--- config.mk ---
export PLATFORM = sky130hd
export DESIGN_NAME = uop_debounce2
export DESIGN_NICKNAME = d
export VERILOG_FILES = /design/src/rtl/uop_debounce2.sv
export SDC_FILE = /design/constraint.sdc
export NUM_CORES = 1
export LEC_CHECK = 0
export ABC_AREA = 1
export BUFFER_PORTS_ARGS = -buffer_cell sky130_fd_sc_hd__buf_4
export CAP_MARGIN = 20
export CORE_MARGIN = 4
export CORE_UTILIZATION = 42
export CTS_CLUSTER_SIZE = 40
export DETAILED_ROUTE_END_ITERATION = 8
export GPL_TIMING_DRIVEN = 0
export MAX_ROUTING_LAYER = met4
export PLACE_DENSITY = 0.61
export SYNTH_ARGS = -nofsm -noshare
export SYNTH_HDL_FRONTEND = slang
export SYNTH_SLANG_ARGS = --single-unit
--- constraint.sdc ---
create_clock -name CLK -period 2.21 [get_ports CLK]
set_clock_uncertainty 0.15 [all_clocks]
set_input_delay 0.5525 -clock CLK [delete_from_list [all_inputs] [get_ports CLK]]
set_output_delay 0.5525 -clock CLK [all_outputs]
set_load 0.01 [all_outputs]
--- src/rtl/uop_debounce2.sv ---
// Two-channel switch conditioner: 2-flop synchroniser plus a stability filter
// per channel. The outputs are the clean levels x/y and a one-cycle change strobe
// for each channel.
module uop_debounce2 #(
    parameter int STABLE_CYCLES = 4
) (
    input  logic CLK,
    input  logic RESET,
    input  logic sw_a,
    input  logic sw_b,
    output logic x,
    output logic y,
    output logic x_chg,
    output logic y_chg
);

    localparam int CW = $clog2(STABLE_CYCLES + 1);
    localparam logic [CW-1:0] CNT_LAST = CW'(STABLE_CYCLES - 1);

    typedef enum logic [1:0] {
        StIdleLo,
        StWaitHi,
        StIdleHi,
        StWaitLo
    } state_t;

    logic [1:0] sw_raw;
    logic [1:0] lvl;
    logic [1:0] chg;

    assign sw_raw = {sw_b, sw_a};

    for (genvar ch = 0; ch < 2; ch++) begin : g_chan
        logic          sync1_q, sync_q;
        state_t        state_q, state_d;
        logic [CW-1:0] cnt_q, cnt_d;
        logic          lvl_q, lvl_d;
        logic          chg_q, chg_d;

        // Two-flop synchroniser; only sync_q is visible to the filter.
        always_ff @(posedge CLK or posedge RESET) begin
            if (RESET) begin
                sync1_q <= 1'b0;
                sync_q  <= 1'b0;
            end else begin
                sync1_q <= sw_raw[ch];
                sync_q  <= sync1_q;
            end
        end

        // State register, stability counter and the registered outputs.
        always_ff @(posedge CLK or posedge RESET) begin
            if (RESET) begin
                state_q <= StIdleLo;
                cnt_q   <= '0;
                lvl_q   <= 1'b0;
                chg_q   <= 1'b0;
            end else begin
                state_q <= state_d;
                cnt_q   <= cnt_d;
                lvl_q   <= lvl_d;
                chg_q   <= chg_d;
            end
        end

        // Next state and counter: count consecutive samples at the opposite level.
        always_comb begin
            state_d = state_q;
            cnt_d   = '0;
            unique case (state_q)
                StIdleLo: begin
                    if (sync_q) begin
                        state_d = StWaitHi;
                        cnt_d   = CW'(1);
                    end
                end
                StWaitHi: begin
                    if (!sync_q) begin
                        state_d = StIdleLo;
                    end else if (cnt_q == CNT_LAST) begin
                        state_d = StIdleHi;
                    end else begin
                        cnt_d = cnt_q + CW'(1);
                    end
                end
                StIdleHi: begin
                    if (!sync_q) begin
                        state_d = StWaitLo;
                        cnt_d   = CW'(1);
                    end
                end
                StWaitLo: begin
                    if (sync_q) begin
                        state_d = StIdleHi;
                    end else if (cnt_q == CNT_LAST) begin
                        state_d = StIdleLo;
                    end else begin
                        cnt_d = cnt_q + CW'(1);
                    end
                end
                default: begin
                    state_d = StIdleLo;
                end
            endcase
        end

        // Next output values: flip the level and strobe only on acceptance.
        always_comb begin
            lvl_d = lvl_q;
            chg_d = 1'b0;
            unique case (state_q)
                StWaitHi: begin
                    if (sync_q && cnt_q == CNT_LAST) begin
                        lvl_d = 1'b1;
                        chg_d = 1'b1;
                    end
                end
                StWaitLo: begin
                    if (!sync_q && cnt_q == CNT_LAST) begin
                        lvl_d = 1'b0;
                        chg_d = 1'b1;
                    end
                end
                default: begin
                    lvl_d = lvl_q;
                end
            endcase
        end

        assign lvl[ch] = lvl_q;
        assign chg[ch] = chg_q;
    end

    assign x     = lvl[0];
    assign y     = lvl[1];
    assign x_chg = chg[0];
    assign y_chg = chg[1];

endmodule

==> run_results.csv, run 1 <==
group,metric,value,unit
status,run_status,"finished, final reports clean",
timing,final.setup.worst_slack,0.685,ns
pwr,worst_ir_drop_vdd,0.000565,V
detailed_routing,postRouteWirelength,928,um
floorplan,die_height,49.0,um
global_route,grt_max_degree,19,
pwr,power.static_leakage,0.467,nW
timing,worst-slew-pin-transition,0.643,ns
detailed_routing,vias_per_cell,4.46,
clocking,tritoncts.num_buffers,3,
timing,maxSlewViolCount,0,
hold_path,min-delay-path-class,"in2async",
floorplan,die-area,2400,um^2
clocking,post_cts_resized,0,
global_route,vias_in_the_first_global_route,424,
clocking,cts_max_path_buffers,2,
cells_and_area,n_antenna_cell,0,
critical_path,r2r_slack,0.99,ns
timing,setup-violations-final,0,
cells_and_area,utilization,52.9,%
logic_synthesis,ys_dominant_reg_cell,"dfrtp_1",
timing,max_slew_margin,57.1,%
floorplan,ios,8,
placed_design,place.port_buffers,7,
logic_synthesis,area_fraction_of_the_dominant_cell_type_after_synthesis,63.7,%
placed_design,gp_congestion,0.647,
cells_and_area,final_layout_size_suffix_gt1_share,17.6,%
timing,timing.final.crit_period,1.52,ns
clocking,path_clk_slew,0.10,ns
timing,fmax,656,MHz
logic_synthesis,number_of_enable_flip_flop_cells_after_synthesis,0,
critical_path,critical_path.n_buffers_inverters,1,
logic_synthesis,synth.cells.most_frequent,"21 x nand2_1, 18 x dfrtp_1, 16 x inv_1, 7 x nor2_1",
timing,unrepaired_setup_endpoints_after_global_routing,"no",
critical_path,critical_path.max_fanout,2,
critical_path,timing.rr.start,"g_chan[0].cnt_q[0]$_DFF_PP0_",
detailed_routing,ant_nets,0,
placed_design,place_hpwl,709,um
critical_path,crit_path_top_delay_cell,"dfrtp_1",
logic_synthesis,synthesis.nets,80,
clocking,cts_tree,"done",
cells_and_area,finish.instance_area,816,um^2
global_route,grt_pass1_wl,1730,um
global_route,globalRoute.totalOverflow,0,
logic_synthesis,postSynth.asyncResetShare,100,%
timing,finalHoldViolCount,0,
cells_and_area,stdcell_count,101,
floorplan,floorplan.rows,14,
pwr,powerDensity,1040,nW/um^2
logic_synthesis,synthCells,74,
cells_and_area,area.growth.synth_to_final,15.4,%
placed_design,post-place-cells,97,
detailed_routing,first_pass_iters,4,
clocking,clock_tree.htree_level_count,1,
logic_synthesis,post_synthesis_average_cell_area,9.55,um^2
logic_synthesis,synth_top_cells_by_area,"dfrtp_1 64%, nand2_1 11%, inv_1 8.5%",
critical_path,critical_path.cell_chain,"buf_4",
critical_path,critical_path_required,1.51,ns
clocking,post-cts-setup-buffer-count,0,
global_route,grt_use_total,9.61,%
critical_path,cp.depth,1,
clocking,worst_skew_pair.late_latency,0.29,ns
critical_path,path_delay_family,"flip-flops",
floorplan,die_w,49.0,um
floorplan,core-area,1540,um^2
logic_synthesis,synth_top_cell_by_area,"dfrtp_1",
timing,final.period_utilization,69.0,%
job,max_cap_violations,0,
detailed_routing,vias,450,
floorplan,initial_utilization,45.9,%
detailed_routing,wl_per_cell,9.19,um
critical_path,timing.setup.critical_path_class,"reg2out",
critical_path,reg2reg_depth,6,
placed_design,detailedPlace.worstSlack,0.900,ns
clocking,clk_root_buffer_cell,"clkbuf_4",
critical_path,nature_of_the_critical_path_startpoint,"register",
global_route,antenna_violations_before_repair,0,
logic_synthesis,synth.most_common_cell,"nand2_1",
detailed_routing,drcViolationCount,0,
critical_path,critical_path_arrival,0.82,ns
critical_path,endpoint_kind_of_the_worst_setup_timing_path,"output port",
logic_synthesis,synth-seq-cells,18,
critical_path,reg2reg_to,"x$_DFFE_PP0P_",
logic_synthesis,synth.cell_area,707,um^2
clocking,cts_hold_buffers,0,
logic_synthesis,synth_cell_type_count,12,
logic_synthesis,ys_warn_count,0,
clocking,clock-sinks,18,
cells_and_area,num-nets-final,92,
timing,final.setup.tns,0,ns
detailed_routing,initialDrtViolationCount,6,
logic_synthesis,synth.yosys.seq_area_share,63.7,%
placed_design,dpl-instance-area,779,um^2
critical_path,critical_path.max_stage_delay,0.39,ns
## layout make-up
class,instances,area (um^2)
clock buffer,4,36.3
fill,148,726
inverter,16,60.1
timing repair buffer,7,52.6
sequential,18,450
multi-input combinational,40,196
tap,16,20.0
## routing by layer
metal	share of wire [%]	wire length, um	up-vias	GRT usage, %
li1	-	-	238	-
met1	50	466	199	11.0
met2	41	384	9	14.1
met3	4.6	43	4	2.14
met4	3.6	33	0	8.07
met5	0	0	-	-
## stage by stage
step           power (mW)  hold slack, ns
2_1_floorplan       0.600           0.181
3_5_place_dp        0.664           0.186
5_1_grt             0.929           0.198
4_1_cts             0.866           0.205
3_3_place_gp        0.657           0.181
6_report            0.847           0.193
## worst max path at each step
stage	from	slack, ns	endpoint
final	x$_DFFE_PP0P_	0.69	x
after global routing	y$_DFFE_PP0P_	0.63	y
after CTS	x$_DFFE_PP0P_	0.67	x
after detailed placement	RESET	0.90	g_chan[1].cnt_q[2]$_DFF_PP0_
after global placement	RESET	0.91	y_chg$_DFF_PP0_
after floorplan	g_chan[0].cnt_q[0]$_DFF_PP0_	1.07	g_chan[0].cnt_q[2]$_DFF_PP0_
## cell usage in the layout (no fill, tap or decap), drive strengths merged
master and n:
nand2 22, dfrtp 18, inv 16, nor2 9, buf 7, clkbuf 4
nor3 2, o21ai 2, ha 2, or2 1, nand4 1, nand3 1
## power breakdown
group          switching, mW  leakage [nW]  internal, mW
Sequential            0.0459         0.230         0.408
Clock                 0.0938        0.0210         0.100
Combinational          0.118         0.216        0.0817
## kinds of logic (layout without fill, tap and decap cells)
| logic type | Yosys count | count (layout) | share of synthesized area (%) |
|---|---|---|---|
| AO/OA/AOI/OAI | 2 | 2 | 1.42 |
| buffers and inverters | 16 | 27 | 8.50 |
| AND/OR/NAND/NOR | 36 | 36 | 22.8 |
| adder cells (fa/ha/maj) | 2 | 2 | 3.54 |
| flip-flops | 18 | 18 | 63.7 |
No activity file was read; power rests on OpenSTA's default activity.
==> inputs of run 2 (changes only) <==
ABC_AREA = 0   (was 1)
clock period = 1.55 ns   (was 2.21 ns; I/O delays follow)
==> run 2 against run 1 <==
Final cell count decreased by 21%. Routed wire length increased by 4.3%. Core utilization decreased by 0.79 points. Power increased by 44%. Setup slack got worse by 0.53 ns. Global-route usage increased by 1.3 points. Critical path depth increased by 2. Sequential share of layout area increased by 1.5 points. Highest routed layer unchanged. Worst hold slack got worse by 0.16 ns. Design area decreased by 2.6%. Area after synthesis decreased by 3.0%. Largest cell class unchanged.
==> run_results.csv, run 2 <==
group,metric,value,unit
status,run_status,"finished, final reports clean",
critical_path,path_delay_family,"flip-flops",
logic_synthesis,area_fraction_of_the_dominant_cell_type_after_synthesis,65.7,%
cells_and_area,n_antenna_cell,0,
timing,finalHoldViolCount,0,
critical_path,critical_path.cell_chain,"ha_1 -> nand3b_1 -> mux2_2",
clocking,post_cts_resized,0,
cells_and_area,final_layout_size_suffix_gt1_share,21.9,%
critical_path,critical_path_required,1.59,ns
timing,final.setup.tns,0,ns
placed_design,dpl-instance-area,758,um^2
detailed_routing,wl_per_cell,12.1,um
detailed_routing,vias,412,
logic_synthesis,synthesis.nets,59,
logic_synthesis,synth_top_cell_by_area,"dfrtp_1",
pwr,power.static_leakage,0.397,nW
detailed_routing,vias_per_cell,5.15,
logic_synthesis,synth.cells.most_frequent,"18 x dfrtp_1, 4 x nor2_1, 4 x o21ai_0, 3 x inv_1, 3 x nand2_1",
detailed_routing,drcViolationCount,0,
placed_design,place_hpwl,677,um
logic_synthesis,post_synthesis_average_cell_area,12.9,um^2
logic_synthesis,ys_dominant_reg_cell,"dfrtp_1",
critical_path,timing.rr.start,"g_chan[1].cnt_q[0]$_DFF_PP0_",
logic_synthesis,synth.yosys.seq_area_share,65.7,%
hold_path,min-delay-path-class,"in2async",
pwr,power.clock.fraction,23.6,%
timing,unrepaired_setup_endpoints_after_global_routing,"no",
critical_path,crit_path_top_delay_cell,"dfrtp_1",
logic_synthesis,number_of_enable_flip_flop_cells_after_synthesis,0,
detailed_routing,first_pass_iters,2,
critical_path,endpoint_kind_of_the_worst_setup_timing_path,"register",
critical_path,critical_path.n_buffers_inverters,0,
floorplan,ios,8,
critical_path,nature_of_the_critical_path_startpoint,"register",
global_route,globalRoute.totalOverflow,0,
pwr,p_switching,0.352,mW
critical_path,timing.setup.critical_path_class,"reg2reg",
floorplan,initial_utilization,45.0,%
cells_and_area,fillers,143,
clocking,tritoncts.num_buffers,3,
timing,final.period_utilization,90.0,%
job,max_cap_violations,0,
pwr,cell_internal_pwr,0.866,mW
clocking,clock-sinks,18,
floorplan,die_height,48.4,um
global_route,grt_use_total,10.9,%
clocking,cts_max_path_buffers,2,
critical_path,critical_path.max_fanout,4,
detailed_routing,initialDrtViolationCount,2,
timing,fmax,717,MHz
clocking,worst_skew_pair.late_latency,0.29,ns
pwr,p_seq_share,54.4,%
clocking,cts_tree,"done",
cells_and_area,most_used_cells_in_the_layout_excluding_fill_and_tap_cells,"18 x dfrtp_1, 7 x buf_4, 4 x nor2_1, 4 x o21ai_0",
timing,maxSlewViolCount,0,
clocking,cts_hold_buffers,0,
detailed_routing,ant_nets,0,
critical_path,critical_path_arrival,1.43,ns
cells_and_area,num-nets-final,71,
global_route,vias_in_the_first_global_route,444,
critical_path,first_element_of_the_critical_path,"g_chan[1].cnt_q[0]$_DFF_PP0_",
clocking,clk_root_buffer_cell,"clkbuf_4",
floorplan,die-area,2340,um^2
timing,worst-slew-pin-transition,0.668,ns
logic_synthesis,synth.most_common_cell,"dfrtp_1",
pwr,powerDensity,1530,nW/um^2
pwr,power.share.combinational,22.1,%
logic_synthesis,ys_warn_count,0,
placed_design,place.port_buffers,7,
timing,max_slew_margin,55.4,%
detailed_routing,postRouteWirelength,968,um
clocking,path_clk_slew,0.10,ns
global_route,antenna_violations_before_repair,0,
clocking,post-cts-setup-buffer-count,0,
timing,timing.final.crit_period,1.40,ns
floorplan,core-area,1520,um^2
placed_design,gp_congestion,0.705,
cells_and_area,area.growth.synth_to_final,15.9,%
logic_synthesis,synth_cell_type_count,21,
pwr,worst_ir_drop_vdd,0.000913,V
pwr,power.switching_fraction,28.9,%
critical_path,critical_path.max_stage_delay,0.40,ns
logic_synthesis,postSynth.asyncResetShare,100,%
global_route,grt_max_degree,19,
logic_synthesis,synth-seq-cells,18,
cells_and_area,final_common_cell,"dfrtp_1",
logic_synthesis,synth.cell_area,686,um^2
logic_synthesis,synth_top_cells_by_area,"dfrtp_1 66%, ha_1 3.6%, o21ai_0 2.9%",
clocking,clock_tree.htree_level_count,1,
logic_synthesis,synthCells,53,
global_route,grt_pass1_wl,1980,um
floorplan,die_w,48.4,um
timing,setup-violations-final,0,
floorplan,floorplan.rows,14,
cells_and_area,finish.instance_area,795,um^2
[run 2: cell count changes after synthesis, sizes merged, moves of 2 or more]
| cell | delta |
|---|---|
| a21oi | +2 |
| and2 | +2 |
| inv | -13 |
| nand2 | -19 |
| nand3b | +2 |
| nor2 | -5 |
| nor2b | +2 |
| nor3 | -2 |
| o21ai | +2 |
[run 2: final timing paths]
| check | to | slack [ns] | cells past startpoint |
|---|---|---|---|
| min | g_chan[0].sync1_q$_DFF_PP0_ | 0.04 | 2 |
| min reg2reg | g_chan[1].sync_q$_DFF_PP0_ | 0.21 | 0 |
| min in group CLK | g_chan[0].sync1_q$_DFF_PP0_ | 0.05 | 1 |
| max | register | 0.15 | 3 |
| max reg2reg | register | 0.15 | 3 |
| max in group asynchronous | async pin | 0.79 | 2 |
[run 2: logic make-up (layout without fill, tap and decap cells)]
family	after synthesis	after routing	synth area share, %
AO/OA/AOI/OAI	9	9	7.67
XOR/XNOR	2	2	2.56
adder cells (fa/ha/maj)	2	2	3.65
buffers and inverters	3	14	1.64
flip-flops	18	18	65.7
multiplexers	1	1	1.64
AND/OR/NAND/NOR	18	18	17.2
[run 2: final cells by class]
cell class	instances	area (um^2)	area share [%]
sequential	18	450	56.7
clock buffer	4	36.3	4.57
inverter	3	11.3	1.42
multi-input combinational	32	224	28.2
tap	16	20.0	2.52
timing repair buffer	7	52.6	6.61
[run 2: metal layers]
layer / global-route usage [%] / vias up / wire (um)
li1: - / 200 / -
met1: 15.4 / 201 / 505
met2: 13.9 / 9 / 404
met3: 3.37 / 2 / 46
met4: 5.53 / 0 / 12
met5: - / - / 0
[run 2: through the flow]
step / total power, mW / util (%) / hold slack, ns / setup WS, ns / instances
CTS: 1.23 / 52.1 / 0.0399 / 0.151 / 80
finish: 1.22 / 52.1 / 0.0356 / 0.155 / 80
global route: 1.32 / 52.1 / 0.0335 / 0.0532 / 80
detailed placement: 0.949 / 49.8 / 0.186 / 0.176 / 76
global placement: 0.940 / 49.8 / 0.186 / 0.165 / 76
floorplan: 0.873 / - / 0.176 / 0.256 / 53
[run 2: power by group through the flow]
stage | clock, mW | combinational (mW) | sequential (mW)
2_1_floorplan | 0 | 0.213 | 0.659
3_3_place_gp | 0 | 0.268 | 0.672
3_5_place_dp | 0 | 0.275 | 0.674
4_1_cts | 0.293 | 0.275 | 0.664
5_1_grt | 0.313 | 0.322 | 0.682
6_report | 0.287 | 0.269 | 0.662
